$ cat src/rtl/spawn_rng_sched_pkg.sv
// Shared game parameters, field layout and FSM encodings for the spawn scheduler.
package spawn_rng_sched_pkg;

    localparam int unsigned COLS    = 10;
    localparam int unsigned X_W     = 4;
    localparam int unsigned K_W     = 2;
    localparam int unsigned GAP_W   = 4;
    localparam int unsigned MIN_GAP = 8;
    localparam int unsigned WORD_W  = X_W + K_W + GAP_W;
    // One spare bit keeps MIN_GAP + max gap representable without wrap.
    localparam int unsigned TMR_W   = $clog2(MIN_GAP + 2**GAP_W) + 1;

    // FSM states
    localparam logic [1:0] ST_IDLE  = 2'd0;
    localparam logic [1:0] ST_FILL  = 2'd1;
    localparam logic [1:0] ST_WAIT  = 2'd2;
    localparam logic [1:0] ST_OFFER = 2'd3;

    // Produce-kind encodings
    localparam logic [K_W-1:0] KIND_APPLE = 2'd0;
    localparam logic [K_W-1:0] KIND_PEAR  = 2'd1;
    localparam logic [K_W-1:0] KIND_PLUM  = 2'd2;
    localparam logic [K_W-1:0] KIND_GOLD  = 2'd3;

    // Random word layout: first received bit lands in gap MSB, last in x LSB.
    typedef struct packed {
        logic [GAP_W-1:0] gap;
        logic [K_W-1:0]   kind;
        logic [X_W-1:0]   x;
    } spawn_word_t;

endpackage

$ cat src/rtl/spawn_rng_sched_deser.sv
// Deserialiser: shifts the random stream every cycle and flags each full word while running.
module rng_deser #(
    parameter int unsigned WORD_W = 10
) (
    input  logic              clk,
    input  logic              clr,
    input  logic              rnd_bit,
    input  logic              run,
    output logic [WORD_W-1:0] word_c,
    output logic              word_done_c
);
    localparam int unsigned CNT_W = $clog2(WORD_W);

    // Only WORD_W-1 history bits are needed; the newest bit comes straight from the input.
    logic [WORD_W-2:0] sh;
    logic [CNT_W-1:0]  cnt;

    assign word_c      = {sh, rnd_bit};
    assign word_done_c = run && (cnt == CNT_W'(WORD_W - 1));

    // Shift every cycle; count fresh bits only while running, restart after each word.
    always_ff @(posedge clk or negedge clr) begin
        if (!clr) begin
            sh  <= '0;
            cnt <= '0;
        end else begin
            sh  <= word_c[WORD_W-2:0];
            cnt <= (run && !word_done_c) ? cnt + CNT_W'(1) : '0;
        end
    end

endmodule

$ cat src/rtl/spawn_rng_sched.sv
// Spawn scheduler: turns random words into gapped spawn offers on a valid/ready handshake.
module spawn_rng_sched
    import spawn_rng_sched_pkg::*;
(
    input  logic           clk,
    input  logic           clr,
    input  logic           en,
    input  logic           rnd_bit,
    input  logic           spawn_ready,
    output logic           spawn_valid,
    output logic [X_W-1:0] spawn_x,
    output logic [K_W-1:0] spawn_kind,
    output logic [7:0]     spawn_cnt
);
    logic [1:0]        state, state_d;
    logic [TMR_W-1:0]  timer, timer_d;
    logic              valid_d;
    logic [X_W-1:0]    x_d;
    logic [K_W-1:0]    kind_d;
    logic [7:0]        cnt_d;
    logic [WORD_W-1:0] word_c;
    logic              word_done_c;
    spawn_word_t       w;

    assign w = spawn_word_t'(word_c);

    rng_deser #(.WORD_W(WORD_W)) u_deser (
        .clk         (clk),
        .clr         (clr),
        .rnd_bit     (rnd_bit),
        .run         (state == ST_FILL),
        .word_c      (word_c),
        .word_done_c (word_done_c)
    );

    // State, timer and output registers.
    always_ff @(posedge clk or negedge clr) begin
        if (!clr) begin
            state       <= ST_IDLE;
            timer       <= '0;
            spawn_valid <= 1'b0;
            spawn_x     <= '0;
            spawn_kind  <= '0;
            spawn_cnt   <= '0;
        end else begin
            state       <= state_d;
            timer       <= timer_d;
            spawn_valid <= valid_d;
            spawn_x     <= x_d;
            spawn_kind  <= kind_d;
            spawn_cnt   <= cnt_d;
        end
    end

    // Next-state and next-output logic.
    always_comb begin
        state_d = state;
        timer_d = timer;
        valid_d = spawn_valid;
        x_d     = spawn_x;
        kind_d  = spawn_kind;
        cnt_d   = spawn_cnt;
        case (state)
            ST_IDLE: begin
                if (en) state_d = ST_FILL;
            end
            ST_FILL: begin
                if (!en) begin
                    state_d = ST_IDLE;
                end else if (word_done_c && (w.x < X_W'(COLS))) begin
                    x_d     = w.x;
                    kind_d  = w.kind;
                    timer_d = TMR_W'(MIN_GAP) + TMR_W'(w.gap);
                    state_d = ST_WAIT;
                end
            end
            ST_WAIT: begin
                if (!en) begin
                    timer_d = '0;
                    state_d = ST_IDLE;
                end else if (timer == TMR_W'(1)) begin
                    timer_d = '0;
                    valid_d = 1'b1;
                    state_d = ST_OFFER;
                end else begin
                    timer_d = timer - TMR_W'(1);
                end
            end
            ST_OFFER: begin
                // The offer is held regardless of en until the consumer takes it.
                if (spawn_ready) begin
                    valid_d = 1'b0;
                    cnt_d   = spawn_cnt + 8'd1;
                    state_d = en ? ST_FILL : ST_IDLE;
                end
            end
            default: state_d = ST_IDLE;
        endcase
    end

endmodule

$ cat config.mk
export PLATFORM = sky130hd
export DESIGN_NAME = spawn_rng_sched
export DESIGN_NICKNAME = d
export VERILOG_FILES = /design/src/rtl/spawn_rng_sched_pkg.sv /design/src/rtl/spawn_rng_sched_deser.sv /design/src/rtl/spawn_rng_sched.sv
export SDC_FILE = /design/constraint.sdc
export NUM_CORES = 1
export LEC_CHECK = 0
export BUFFER_PORTS_ARGS = -buffer_cell sky130_fd_sc_hd__buf_2
export CORE_MARGIN = 4
export CORE_UTILIZATION = 56
export DETAILED_ROUTE_END_ITERATION = 8
export PLACE_DENSITY = 0.78
export SYNTH_ARGS = -nofsm -noshare
export SYNTH_HDL_FRONTEND = slang
export SYNTH_SLANG_ARGS = --single-unit
$ cat constraint.sdc
create_clock -name clk -period 2.2 [get_ports clk]
set_input_delay 0.33 -clock clk [delete_from_list [all_inputs] [get_ports clk]]
set_output_delay 0.33 -clock clk [all_outputs]
set_load 0.005 [all_outputs]
==> run_results.csv <==
group,metric,value,unit
timing,final_hold_viol_count,0,
clock_tree,post_cts_resized,0,
power,powerDensity,616,nW/um^2
clock_tree,clockBufferDepth,2,
place,dp.cells,172,
final_layout,area_delta_synth_final,11.3,%
final_layout,layout-drive-gt1-share,26.0,%
die,rows,18,
global_routing,grt_overflow,0,
place,place_hpwl,1850,um
global_routing,antenna_found_initial,0,
critical_path,crit_slowest_cell,"dfrtp_1",
global_routing,grt_pass1_vias,1068,
timing,slew_viol_final,0,
synth,yosys-top-cells-area,"dfrtp_1 58%, mux2_2 5.1%, ha_1 4.0%",
die,fp.dieH,60.7,um
synth,synth.largest_area_cell,"dfrtp_1",
timing,max_clock_freq,611,MHz
global_routing,grt_use_met1,21.4,%
synth,ys.flop_type,"dfrtp_1",
synth,yosysUniqueCellTypes,40,
synth,synth_seq_cells,36,
timing,min_period,1.64,ns
global_routing,grt_usage,17.3,%
critical_path,cp_cell_sequence,"inv_1 > ha_1 > or2b_1 > o211ai_4 > o21bai_1 > a21o_2",
clock_tree,postCtsHoldBufs,0,
clock_tree,post_cts_buffers,0,
clock_tree,clk_pin_slew_worst_paths,0.10,ns
critical_path,cp.arrival,1.86,ns
place,gp_congestion,0.760,
power,p_clk_share,33.1,%
power,switchingPower,0.228,mW
timing,skew,0.0132,ns
power,power.leakage,0.918,nW
synth,synthCells,125,
power,seqPwrFrac,64.0,%
clock_tree,clock_sinks,36,
timing,setup_viol,0,
power,intPower,0.839,mW
synth,synthArstFlopShare,100,%
final_layout,antenna_cells,0,
critical_path,cp_top_family,"compound AO/OA/AOI/OAI gates",
die,die-area,3680,um^2
drt,ant_nets,0,
power,switching_share,21.3,%
global_routing,grt_max_degree,37,
drt,vias_per_cell,5.54,
synth,synth.yosys.seq_area_share,57.9,%
clock_tree,htreeDepth,2,
clock_tree,cts_tree,"done",
synth,syn_area_per_cell,12.4,um^2
synth,synth_edf_count,0,
die,io_pins,20,
timing,rsz0062_at_grt,"no",
die,start_util,60.6,%
critical_path,max_stage_delay,0.45,ns
place,dpl_worst_slack,0.593,ns
global_routing,grt_pass1_wl,4640,um
drt,dr.pass1.iters,4,
critical_path,path_buf_inv,1,
timing,setup_slack,0.563,ns
final_layout,fin_cells,180,
timing,worst_pin_slew,0.749,ns
timing,timing.slew.headroom,50.1,%
global_routing,busiest_layer,"met2",
die,die_w,60.7,um
drt,routed_wl,2610,um
synth,synth_nets,135,
power,ir_worst_vdd,0.491,mV
synth,ys_warn_count,0,
critical_path,crit_type,"reg -> reg",
global_routing,use_met3,7.02,%
die,core,2570,um^2
synth,syn_area,1560,um^2
timing,finalCritPeriodShare,74.4,%
clock_tree,cts_made_buffers,5,
flow_run,max_cap_violations,0,
critical_path,worstSetupEndpointType,"register",
power,p_comb_share,2.9,%
clock_tree,cts-root-buf,"clkbuf_4",
critical_path,crit_required,2.43,ns
place,io_buffer_count,19,
drt,drtIter0Drc,8,
critical_path,cp-start-kind,"register",
global_routing,met2_usage,27.6,%
critical_path,worstPathMaxFanout,6,
status,outcome,"completed",
hold_path,hp-class,"in -> async",
timing,fin_tns_setup,0,ns
final_layout,final_cell_mix,"36 x dfrtp_1, 19 x buf_2, 7 x nand3_1, 7 x mux2_2",
drt,routed-via-count,997,
clock_tree,worstSkewPairLatency,0.33,ns
final_layout,nets,159,
drt,wl_per_cell,14.5,um
drt,drc,0,
synth,netlist.area_leader.share,57.9,%
final_layout,final_common_cell,"dfrtp_1",
## stage by stage
step                      hold slack, ns  util, %  power (mW)  cell area (um^2)
after global routing              0.0933     67.4        1.12              1730
after global placement             0.351     65.1       0.725              1670
after CTS                         0.0724     67.4        1.09              1730
after floorplan                   0.0344        -       0.708              1560
final                             0.0576     67.4        1.07              1730
after detailed placement           0.364     65.1       0.727              1670
## registers in the layout (all words and copies together) (netlist names)
signal / count
spawn_cnt: 8
spawn_kind: 2
spawn_valid: 1
spawn_x: 4
state: 2
timer: 6
u_deser.cnt: 4
u_deser.sh: 9
## power by group through the flow
stage               registers [mW]  logic [mW]  clock network [mW]
global route                 0.684      0.0362               0.404
floorplan                    0.691      0.0168                   0
global placement             0.694      0.0311                   0
CTS                          0.682      0.0321               0.372
finish                       0.682      0.0308               0.353
detailed placement           0.695      0.0320                   0
## cells by family after synthesis
group,Yosys count,share of synthesized area [%]
simple gates,36,13.1
flops,36,57.9
compound gates,20,9.90
mux,10,7.00
xor+xnor,9,5.07
buf+inv,9,2.98
fa+ha+maj,5,4.02
## final cells by class
type	instances	area, um^2
flip-flops and latches	36	901
inverters	6	22.5
well taps	30	37.5
repair buffers	20	103
multi-input cells	80	608
fillers	207	837
clock buffers	8	58.8
## worst register-to-register path: cells and delay by family (launching register included)
family / cells / cell delay, ns
compound gates: 3 / 0.57
fa+ha+maj: 1 / 0.13
buf+inv: 1 / 0.10
flops: 1 / 0.45
simple gates: 1 / 0.29
## Yosys cell counts, drive strengths merged, types with 3 or more instances
| library cell | n |
|---|---|
| nor2 | 6 |
| nand3 | 7 |
| inv | 6 |
| xnor2 | 6 |
| xor2 | 3 |
| mux2i | 3 |
| or3 | 3 |
| nand2 | 5 |
| dfrtp | 36 |
| o21ai | 3 |
| a21o | 3 |
| a21oi | 3 |
| nor3 | 3 |
| ha | 5 |
| mux2 | 7 |
## path summary, 6_finish.rpt
check | start | end | depth (start not counted) | slack [ns]
worst max-delay path | timer[1]$_DFFE_PN0P_ | timer[2]$_DFFE_PN0P_ | 6 | 0.56
worst min-delay path | clr | timer[4]$_DFFE_PN0P_ | 1 | 0.06
worst max register to register | timer[1]$_DFFE_PN0P_ | timer[2]$_DFFE_PN0P_ | 6 | 0.56
worst min register to register | u_deser.sh[4]$_DFF_PN0_ | u_deser.sh[5]$_DFF_PN0_ | 0 | 0.38
max in group asynchronous | clr | spawn_cnt[6]$_DFFE_PN0P_ | 1 | 1.65
min in group clk | rnd_bit | u_deser.sh[0]$_DFF_PN0_ | 1 | 0.13
## routing by layer
metal | up-vias | wire (um)
li1 | 484 | -
met1 | 495 | 1190
met2 | 16 | 1270
met3 | 2 | 129
met4 | 0 | 19
met5 | - | 0
Note: power is estimated with default switching activity, not from simulation.
